$ cat src/rtl/systolic_pkg.sv
// Shared constants, state encoding and helpers for the systolic feed controller.
package systolic_pkg;

   localparam int N          = 4;
   localparam int DATA_W     = 16;
   localparam int BEAT_W     = 256;
   localparam int BEAT_BYTES = BEAT_W / 8;

   // FEED walks the skew diagonal: N columns plus 2*(N-1) cycles of stagger.
   function automatic int feed_len(input int n);
      return 3 * n - 2;
   endfunction

   // DRAIN keeps the array advancing until the last partial products settle.
   function automatic int drain_len(input int n);
      return n;
   endfunction

   localparam int FEED_LEN  = feed_len(N);
   localparam int DRAIN_LEN = drain_len(N);

   typedef enum logic [2:0] {
      S_IDLE   = 3'd0,
      S_CLEAR  = 3'd1,
      S_REQ_W  = 3'd2,
      S_WAIT_W = 3'd3,
      S_REQ_X  = 3'd4,
      S_WAIT_X = 3'd5,
      S_FEED   = 3'd6,
      S_DRAIN  = 3'd7
   } state_t;

endpackage

$ cat src/rtl/systolic_skew_feeder.sv
// Holds one W and one X tile and replays them as skewed row/column feeds.
module systolic_skew_feeder #(
   parameter int N      = systolic_pkg::N,
   parameter int DATA_W = systolic_pkg::DATA_W,
   parameter int BEAT_W = systolic_pkg::BEAT_W
) (
   input  logic                     clk,
   input  logic                     reset,
   input  logic                     load_w,
   input  logic                     load_x,
   input  logic [BEAT_W-1:0]        beat,
   input  logic [N-1:0]             k_valid,
   input  logic                     feed_active,
   output logic                     feed_last,
   output logic signed [DATA_W-1:0] a_left [N],
   output logic signed [DATA_W-1:0] b_top  [N]
);
   import systolic_pkg::*;

   localparam int F  = feed_len(N);
   localparam int TW = (F > 1) ? $clog2(F) : 1;

   logic [TW-1:0]            t_q;
   logic signed [DATA_W-1:0] w_buf [N][N];
   logic signed [DATA_W-1:0] x_buf [N][N];

   assign feed_last = feed_active && (t_q == TW'(F - 1));

   // Capture tiles; k positions beyond the reduction length are stored as zero.
   always_ff @(posedge clk) begin
      if (reset) begin
         for (int r = 0; r < N; r++) begin
            for (int k = 0; k < N; k++) begin
               w_buf[r][k] <= '0;
               x_buf[k][r] <= '0;
            end
         end
      end else begin
         for (int r = 0; r < N; r++) begin
            for (int k = 0; k < N; k++) begin
               if (load_w) begin
                  w_buf[r][k] <= k_valid[k] ? beat[(r*N+k)*DATA_W +: DATA_W] : '0;
               end
               if (load_x) begin
                  x_buf[k][r] <= k_valid[k] ? beat[(k*N+r)*DATA_W +: DATA_W] : '0;
               end
            end
         end
      end
   end

   // Feed-cycle counter: runs only inside FEED and rewinds after the last cycle.
   always_ff @(posedge clk) begin
      if (reset || !feed_active || feed_last) begin
         t_q <= '0;
      end else begin
         t_q <= t_q + TW'(1);
      end
   end

   // Row i sees W[i][t-i], column j sees X[t-j][j]; everything else is zero.
   always_comb begin
      for (int i = 0; i < N; i++) begin
         a_left[i] = '0;
         b_top[i]  = '0;
         for (int k = 0; k < N; k++) begin
            if (feed_active && (int'(t_q) == i + k)) begin
               a_left[i] = w_buf[i][k];
               b_top[i]  = x_buf[k][i];
            end
         end
      end
   end

endmodule

$ cat src/rtl/systolic_feed_ctrl.sv
// Chunk sequencer: fetches W/X tiles over a single-outstanding DMA port and
// drives the systolic array's clear/enable plus skewed operand feeds.
//
// DMA request handshake: dma_re/dma_addr are held stable from the first cycle
// of a request until dma_req_ready is sampled high on a rising edge; that edge
// accepts the request. The data beat is taken only on a later edge where
// dma_resp_valid is high while waiting for it; beats at any other time are dropped.
module systolic_feed_ctrl #(
   parameter int N      = systolic_pkg::N,
   parameter int DATA_W = systolic_pkg::DATA_W
) (
   input  logic                                 clk,
   input  logic                                 reset,
   input  logic                                 start,
   input  logic [31:0]                          w_addr,
   input  logic [31:0]                          x_addr,
   input  logic [31:0]                          k_dim,
   input  logic [31:0]                          x_stride,
   output logic [31:0]                          dma_addr,
   output logic                                 dma_re,
   input  logic                                 dma_req_ready,
   input  logic                                 dma_resp_valid,
   input  logic [systolic_pkg::BEAT_W-1:0]      dma_rdata,
   output logic                                 clear_acc,
   output logic                                 en,
   output logic signed [DATA_W-1:0]             a_left [N],
   output logic signed [DATA_W-1:0]             b_top  [N],
   output logic                                 busy,
   output logic                                 done,
   output systolic_pkg::state_t                 dbg_state
);
   import systolic_pkg::*;

   localparam int DCW = (N > 1) ? $clog2(N) : 1;

   state_t         state_q, state_d;
   logic [31:0]    w_ptr_q, x_ptr_q, x_stride_q;
   // Elements still to be reduced from the current chunk onward; the chunk
   // loop continues while more than N remain, which equals c+1 < ceil(k/N).
   logic [31:0]    k_rem_q;
   logic [DCW-1:0] drain_cnt_q;
   logic           done_q;

   logic           load_w, load_x, feed_active, feed_last;
   logic [N-1:0]   k_valid;
   logic           more_chunks, drain_last;

   assign more_chunks = k_rem_q > 32'(N);
   assign drain_last  = drain_cnt_q == DCW'(N - 1);
   assign busy        = state_q != S_IDLE;
   assign done        = done_q;
   assign dbg_state   = state_q;

   // Per-k validity of the chunk being fetched (tail masking).
   always_comb begin
      for (int kk = 0; kk < N; kk++) begin
         k_valid[kk] = k_rem_q > 32'(kk);
      end
   end

   // State register.
   always_ff @(posedge clk) begin
      if (reset) begin
         state_q <= S_IDLE;
      end else begin
         state_q <= state_d;
      end
   end

   // Next-state and Moore outputs; all outputs depend on state only.
   always_comb begin
      state_d     = state_q;
      dma_re      = 1'b0;
      dma_addr    = '0;
      clear_acc   = 1'b0;
      en          = 1'b0;
      load_w      = 1'b0;
      load_x      = 1'b0;
      feed_active = 1'b0;
      case (state_q)
         S_IDLE: begin
            if (start) state_d = S_CLEAR;
         end
         S_CLEAR: begin
            clear_acc = 1'b1;
            state_d   = (k_rem_q == '0) ? S_IDLE : S_REQ_W;
         end
         S_REQ_W: begin
            dma_re   = 1'b1;
            dma_addr = w_ptr_q;
            if (dma_req_ready) state_d = S_WAIT_W;
         end
         S_WAIT_W: begin
            if (dma_resp_valid) begin
               load_w  = 1'b1;
               state_d = S_REQ_X;
            end
         end
         S_REQ_X: begin
            dma_re   = 1'b1;
            dma_addr = x_ptr_q;
            if (dma_req_ready) state_d = S_WAIT_X;
         end
         S_WAIT_X: begin
            if (dma_resp_valid) begin
               load_x  = 1'b1;
               state_d = S_FEED;
            end
         end
         S_FEED: begin
            en          = 1'b1;
            feed_active = 1'b1;
            if (feed_last) state_d = more_chunks ? S_REQ_W : S_DRAIN;
         end
         S_DRAIN: begin
            en = 1'b1;
            if (drain_last) state_d = S_IDLE;
         end
         default: state_d = S_IDLE;
      endcase
   end

   // Config latch, chunk pointers, drain counter and sticky done flag.
   always_ff @(posedge clk) begin
      if (reset) begin
         w_ptr_q     <= '0;
         x_ptr_q     <= '0;
         x_stride_q  <= '0;
         k_rem_q     <= '0;
         drain_cnt_q <= '0;
         done_q      <= 1'b0;
      end else begin
         case (state_q)
            S_IDLE: begin
               if (start) begin
                  w_ptr_q    <= w_addr;
                  x_ptr_q    <= x_addr;
                  x_stride_q <= x_stride;
                  k_rem_q    <= k_dim;
                  done_q     <= 1'b0;
               end
            end
            S_CLEAR: begin
               if (k_rem_q == '0) done_q <= 1'b1;
            end
            S_FEED: begin
               if (feed_last && more_chunks) begin
                  w_ptr_q <= w_ptr_q + 32'(BEAT_BYTES);
                  x_ptr_q <= x_ptr_q + x_stride_q;
                  k_rem_q <= k_rem_q - 32'(N);
               end
            end
            S_DRAIN: begin
               if (drain_last) begin
                  drain_cnt_q <= '0;
                  done_q      <= 1'b1;
               end else begin
                  drain_cnt_q <= drain_cnt_q + DCW'(1);
               end
            end
            default: ;
         endcase
      end
   end

   systolic_skew_feeder #(
      .N      (N),
      .DATA_W (DATA_W),
      .BEAT_W (BEAT_W)
   ) u_feeder (
      .clk         (clk),
      .reset       (reset),
      .load_w      (load_w),
      .load_x      (load_x),
      .beat        (dma_rdata),
      .k_valid     (k_valid),
      .feed_active (feed_active),
      .feed_last   (feed_last),
      .a_left      (a_left),
      .b_top       (b_top)
   );

endmodule

$ cat config.mk
export PLATFORM = sky130hd
export DESIGN_NAME = systolic_feed_ctrl
export DESIGN_NICKNAME = d
export VERILOG_FILES = /design/src/rtl/systolic_pkg.sv /design/src/rtl/systolic_skew_feeder.sv /design/src/rtl/systolic_feed_ctrl.sv
export SDC_FILE = /design/constraint.sdc
export NUM_CORES = 1
export LEC_CHECK = 0
export BUFFER_PORTS_ARGS = -buffer_cell sky130_fd_sc_hd__clkbuf_2
export CORE_UTILIZATION = 51
export CTS_CLUSTER_DIAMETER = 120
export DETAILED_ROUTE_END_ITERATION = 12
export GPL_ROUTABILITY_DRIVEN = 0
export PLACE_DENSITY = 0.77
export SYNTH_ARGS = -nofsm -noshare
export SYNTH_HDL_FRONTEND = slang
export SYNTH_SLANG_ARGS = --single-unit
$ cat constraint.sdc
create_clock -name clk -period 21 [get_ports clk]
set_input_delay 2.1 -clock clk [delete_from_list [all_inputs] [get_ports clk]]
set_output_delay 2.1 -clock clk [all_outputs]
set_load 0.01 [all_outputs]
======== Yosys cells after proc, flatten, opt, wreduce, memory -nomap -nowiden ========
Memory sizes are Yosys's and may differ from the RTL's.
Cells that the tools add are included.
storage, ports and cells
  register bits after elaboration ......... 138
  bits in writable memories ............... 512
  input bits .............................. 389
  output and inout port bits .............. 168
  word-level logic and storage cells ...... 232
  memories kept ........................... 2
memory list
  name            depth  bits a word  read ports  clocked after memory_dff  wr ports  RTL line                    source
  u_feeder.w_buf  4      64           4           0                         4         systolic_skew_feeder.sv:24  logic signed [DATA_W-1:0] w_buf [N][N];
  u_feeder.x_buf  4      64           4           0                         4         systolic_skew_feeder.sv:25  logic signed [DATA_W-1:0] x_buf [N][N];
cells by class
  add/subtract/negate cells ............... 5
  order comparisons ....................... 5
  equal/unequal tests ..................... 24
  mux-type cells .......................... 132
  bitwise gates (word level) .............. 32
  reductions and logical operators ........ 24
operators with widths
  cell                                                                              number
  16-bit two-way mux                                                                92
  32-bit case mux with 2 select lines                                               4
  32-bit two-way mux                                                                6
  32-bit by 1-bit greater-than comparator with 1-bit output, second input constant  2
  32-bit by 2-bit greater-than comparator with 1-bit output, second input constant  2
  32-bit adder                                                                      1
  32-bit by 6-bit adder with 32-bit output, second input constant                   1
  32-bit by 3-bit greater-than comparator with 1-bit output, second input constant  1
  32-bit zero test                                                                  1
  1-bit OR                                                                          32
  32-bit by 3-bit subtractor with 32-bit output, second input constant              1
  3-bit two-way mux                                                                 8
  3-bit case mux with 8 select lines                                                1
  1-bit two-way mux                                                                 18
  2-bit inequality test, second input constant                                      9
  4-bit == test, second input constant                                              4
  3-bit == test, second input constant                                              4
  1-bit logical AND                                                                 9
  4-bit by 3-bit == test with 1-bit output, second input constant                   2
  7-bit AND reduction                                                               1
  3-bit by 2-bit == test with 1-bit output, second input constant                   2
  3-bit nonzero test                                                                2
  4-bit by 1-bit adder with 4-bit output, second input constant                     1
  4-bit by 2-bit == test with 1-bit output, second input constant                   1
  other kinds (14)                                                                  17

======== Longest topological paths before layout ========
  depth in word-level cells ............... 7
  depth in mapped cells ................... 12
  mapped depth without buffers ............ 11

======== Hierarchy ========
A second synthesis with hierarchy kept.
unflattened totals
  cells, all modules ...................... 3283
  area, all modules ....................... 31875.6 µm²
modules (own cells, without submodules)
  module                instances  cells each  area an instance (µm²)  seq. area each (µm²)
  systolic_skew_feeder  1          2055        22870.7                 14654.1
  systolic_feed_ctrl    1          1228        9004.9                  2682.6

======== Worst setup path after synthesis ========
OpenSTA, ideal clock, no wires.
  path kind ............................... input -> register
  from .................................... input dma_resp_valid
  to ...................................... memory u_feeder.w_buf[0][0] (netlist bit), enable pin
  setup time .............................. 1.227 ns
  arrival time ............................ 19.996 ns
  data required time ...................... 19.773 ns
  setup slack ............................. -0.223 ns
  stages on the path ...................... 2
  path buffers ............................ 0
  path through ............................ nand2_1 > o21ai_0
RTL lines
  item             RTL line                    source
  start, declared  systolic_feed_ctrl.sv:22    input logic dma_resp_valid,
  end, declared    systolic_skew_feeder.sv:24

==> impl_metrics.csv <==
group,metric,value,unit
finish,final_cell_count_no_fill,4198,
clocking,htreeDepth,3,
floorplan,die_w,246,um
yosys,netlist_area,30300,um2
clocking,cts_hold_repair.buffers,0,
global_route,busiest_layer,"met2",
yosys,syn_inst,2902,
route,wl_per_cell,26.2,um
global_route,use_met3,10.3,%
yosys,synth_warnings,0,
yosys,syn-num-nets,3331,
power,static-leakage-power,14.5,nW
yosys,yosysUniqueCellTypes,75,
clocking,clkLatencyLatePin,630,ps
yosys,synth_edf_count,432,
global_route,grt_max_degree,107,
power,vdd_drop_max,0.0716,mV
clocking,cts_setup_buffers,0,
setup_path,crit_path_start_kind,"flip-flop",
placed_design,portBuffers,556,
min_path,whs_endpoint,"w_ptr_q[0]",
sta,finalSetupViolCount,0,
clocking,clockBufferDepth,3,
global_route,antenna_found_initial,42,
global_route,grt_pass1_vias,23600,
min_path,hold_depth,2,
floorplan,row_count,89,
floorplan,core_area,58900,um2
setup_path,arrival,5000,ps
clocking,clockRootBuffer,"clkbuf_16",
route,drt-initial-drc-count,3571,
setup_path,worstSetupEndpointType,"output pin",
clocking,ctsResizeCount,0,
finish,nets,3770,
min_path,min_path_type,"reg -> reg",
global_route,globalRouteMet2Util,50.7,%
flow_run,maxCapViolations,0,
floorplan,die-height,246,um
yosys,synth_seq_cells,650,
floorplan,initial_core_util,51.5,%
clocking,cts_buffers,70,
yosys,synth-seq-area-share,57.1,%
setup_path,r2r-end,"k_rem_q[26]",
clocking,clk_pin_slew_worst_paths,60,ps
min_path,min_from,"w_ptr_q[0]",
route,firstDrtPassIters,8,
sta,fin_crit_sh,33.8,%
setup_path,worstPathMaxFanout,98,
sta,skew,20.4,ps
sta,worst_pin_slew,1170,ps
sta,hold_viol,0,
route,drc,0,
setup_path,rr_worst_depth,9,
yosys,synth_ff_type,"edfxtp_1",
route,wl,110000,um
setup_path,r2r_start,"dbg_state[0]",
yosys,synthArstFlopShare,0,%
sta,maxSlewViolCount,0,
placed_design,dp.cells,4042,
sta,maxSlewHeadroom,22.1,%
yosys,avgSynthCellArea,10.5,um2
clocking,cts_tree,"built",
sta,setup_ws,13900,ps
clocking,cts_num_sinks,650,
sta,tns,0,ps
route,routed_via_density,6.19,
sta,period_needed,7100,ps
route,ant_nets,0,
run_status,status,"complete, no violations",
placed_design,place_ws,14600,ps
route,vias,26000,
setup_path,r2r_slack,16460,ps
floorplan,ioPinCount,557,
placed_design,dp_hpwl,77600,um
global_route,grt_first_pass_wirelength,155000,um
global_route,use_met1,47.5,%
global_route,grt_overflow_total,0,
sta,rsz0062_at_grt,"false",
power,power_density,83.3,nW/um2
setup_path,critPathRequiredTime,18900,ps
sta,max_clock_freq,141,MHz
global_route,grt_usage,35.3,%
finish,drive_above_1_share,21.5,%
finish,syn_to_final_growth,17.8,%
floorplan,die_area,60500,um2
setup_path,critical_path_class,"reg -> out",
==> Yosys cell counts (6+ instances only) <==
master,count,share of area (%)
and2_1,440,9.1
edfxtp_1,432,43
nand2_1,325,4.0
o21ai_0,260,4.3
dfxtp_1,218,14
clkbuf_1,190,2.4
nor2_1,171,2.1
a21oi_1,154,2.5
a22oi_1,149,3.7
a22o_1,113,3.3
a31oi_1,44,0.91
ha_1,39,1.6
nand3_1,36,0.59
a221o_1,31,1.0
a211oi_1,25,0.62
a21o_1,22,0.54
inv_1,17,0.21
nor3_1,17,0.28
xor2_1,17,0.49
and3_1,16,0.33
nand4_1,16,0.33
o22ai_1,11,0.23
a311oi_1,10,0.29
buf_1,10,0.12
o211ai_1,10,0.25
xnor2_1,10,0.29
or3_1,9,0.19
buf_2,7,0.12
o31ai_1,7,0.17
nor3b_1,6,0.15
==> layout by cell type (no fill, tap or decap), drive strengths merged, types with 16 or more instances in the layout <==
| master | instances |
|---|---|
| clkinv | 25 |
| a31oi | 44 |
| inv | 20 |
| a22oi | 149 |
| nor2 | 172 |
| nand2 | 325 |
| nand4 | 16 |
| a211oi | 26 |
| ha | 39 |
| clkbuf | 651 |
| o21ai | 267 |
| buf | 32 |
| dfxtp | 218 |
| diode | 29 |
| a221o | 31 |
| edfxtp | 432 |
| and2 | 441 |
| nor3 | 20 |
| a22o | 113 |
| xor2 | 17 |
| a21oi | 154 |
| nand3 | 36 |
| and3 | 16 |
| a21o | 22 |
==> kinds of logic (layout without fill, tap and decap cells) <==
logic type	Yosys count	after routing	synth area share, %
XOR/XNOR	27	27	0.779
other	0	29	0
AO/OA/AOI/OAI	875	875	18.9
AND/OR/NAND/NOR	1070	1070	18.1
flip-flops	650	650	57.1
adder cells (fa/ha/maj)	40	40	1.67
buffers and inverters	237	731	3.27
multiplexers	3	3	0.103
==> sequential cells by signal, summed over array words and instances (netlist names) <==
| signal | count |
|---|---|
| done | 1 |
| x_stride_q | 32 |
| dbg_state | 3 |
| u_feeder.w_buf | 256 |
| k_rem_q | 32 |
| u_feeder.x_buf | 256 |
| x_ptr_q | 32 |
| w_ptr_q | 32 |
| u_feeder.t_q | 4 |
| drain_cnt_q | 2 |
==> metal layers <==
metal / part of all wire, % / routed length [um] / vias to the layer above
met5: 0.18 / 198 / -
met4: 6.4 / 7010 / 28
met3: 13 / 14000 / 337
met2: 43 / 47300 / 1783
met1: 38 / 41500 / 12300
li1: - / - / 11500
==> report_power, final <==
| part | switching, mW | internal [mW] | leakage, nW |
|---|---|---|---|
| sequential | 0.0589 | 1.43 | 6.24 |
| combinational | 0.191 | 0.107 | 7.20 |
| clock | 0.518 | 0.668 | 1.05 |
| total | 0.768 | 2.21 | 14.5 |
==> area by class of cell <==
type                            count  area [um2]
Antenna cell                       29        72.6
Clock buffer                       96        1920
Clock inverter                     31         216
Fill cell                        4901       23200
Inverter                           17        68.8
Multi-Input combinational cell   2015       12100
Sequential cell                   650       17300
Tap cell                          773         967
Timing Repair Buffer              587        3020
==> stage by stage <==
stage / util [%] / area (um2) / hold WS (ps) / total power [mW]
floorplan: - / 30300 / 432 / 1.69
finish: 60.7 / 35700 / 458 / 2.98
detailed placement: 56.9 / 33500 / 448 / 1.81
global route: 60.7 / 35700 / 477 / 3.06
global placement: 56.9 / 33500 / 440 / 1.80
CTS: 60.6 / 35700 / 456 / 2.97
==> worst max-delay path, stage by stage (launching register included) <==
cell and delay, ps:
dfxtp_1 650, nand2_1 220, inv_1 200, nand2_4 270
nor3_1 530, and2_4 970, buf_4 860, nand2_1 120
a31oi_1 300, clkbuf_2 190
==> how the worst max path moves through the flow <==
stage / startpoint / end / cells after the start
2_1_floorplan: dma_resp_valid / u_feeder.w_buf[0][0] / 2
3_3_place_gp: dbg_state[1] / b_top[30] / 9
3_5_place_dp: dbg_state[1] / b_top[30] / 9
4_1_cts: dbg_state[1] / b_top[30] / 9
5_1_grt: dbg_state[1] / b_top[30] / 9
6_report: dbg_state[1] / b_top[30] / 9
No activity file was read; power rests on OpenSTA's default activity.
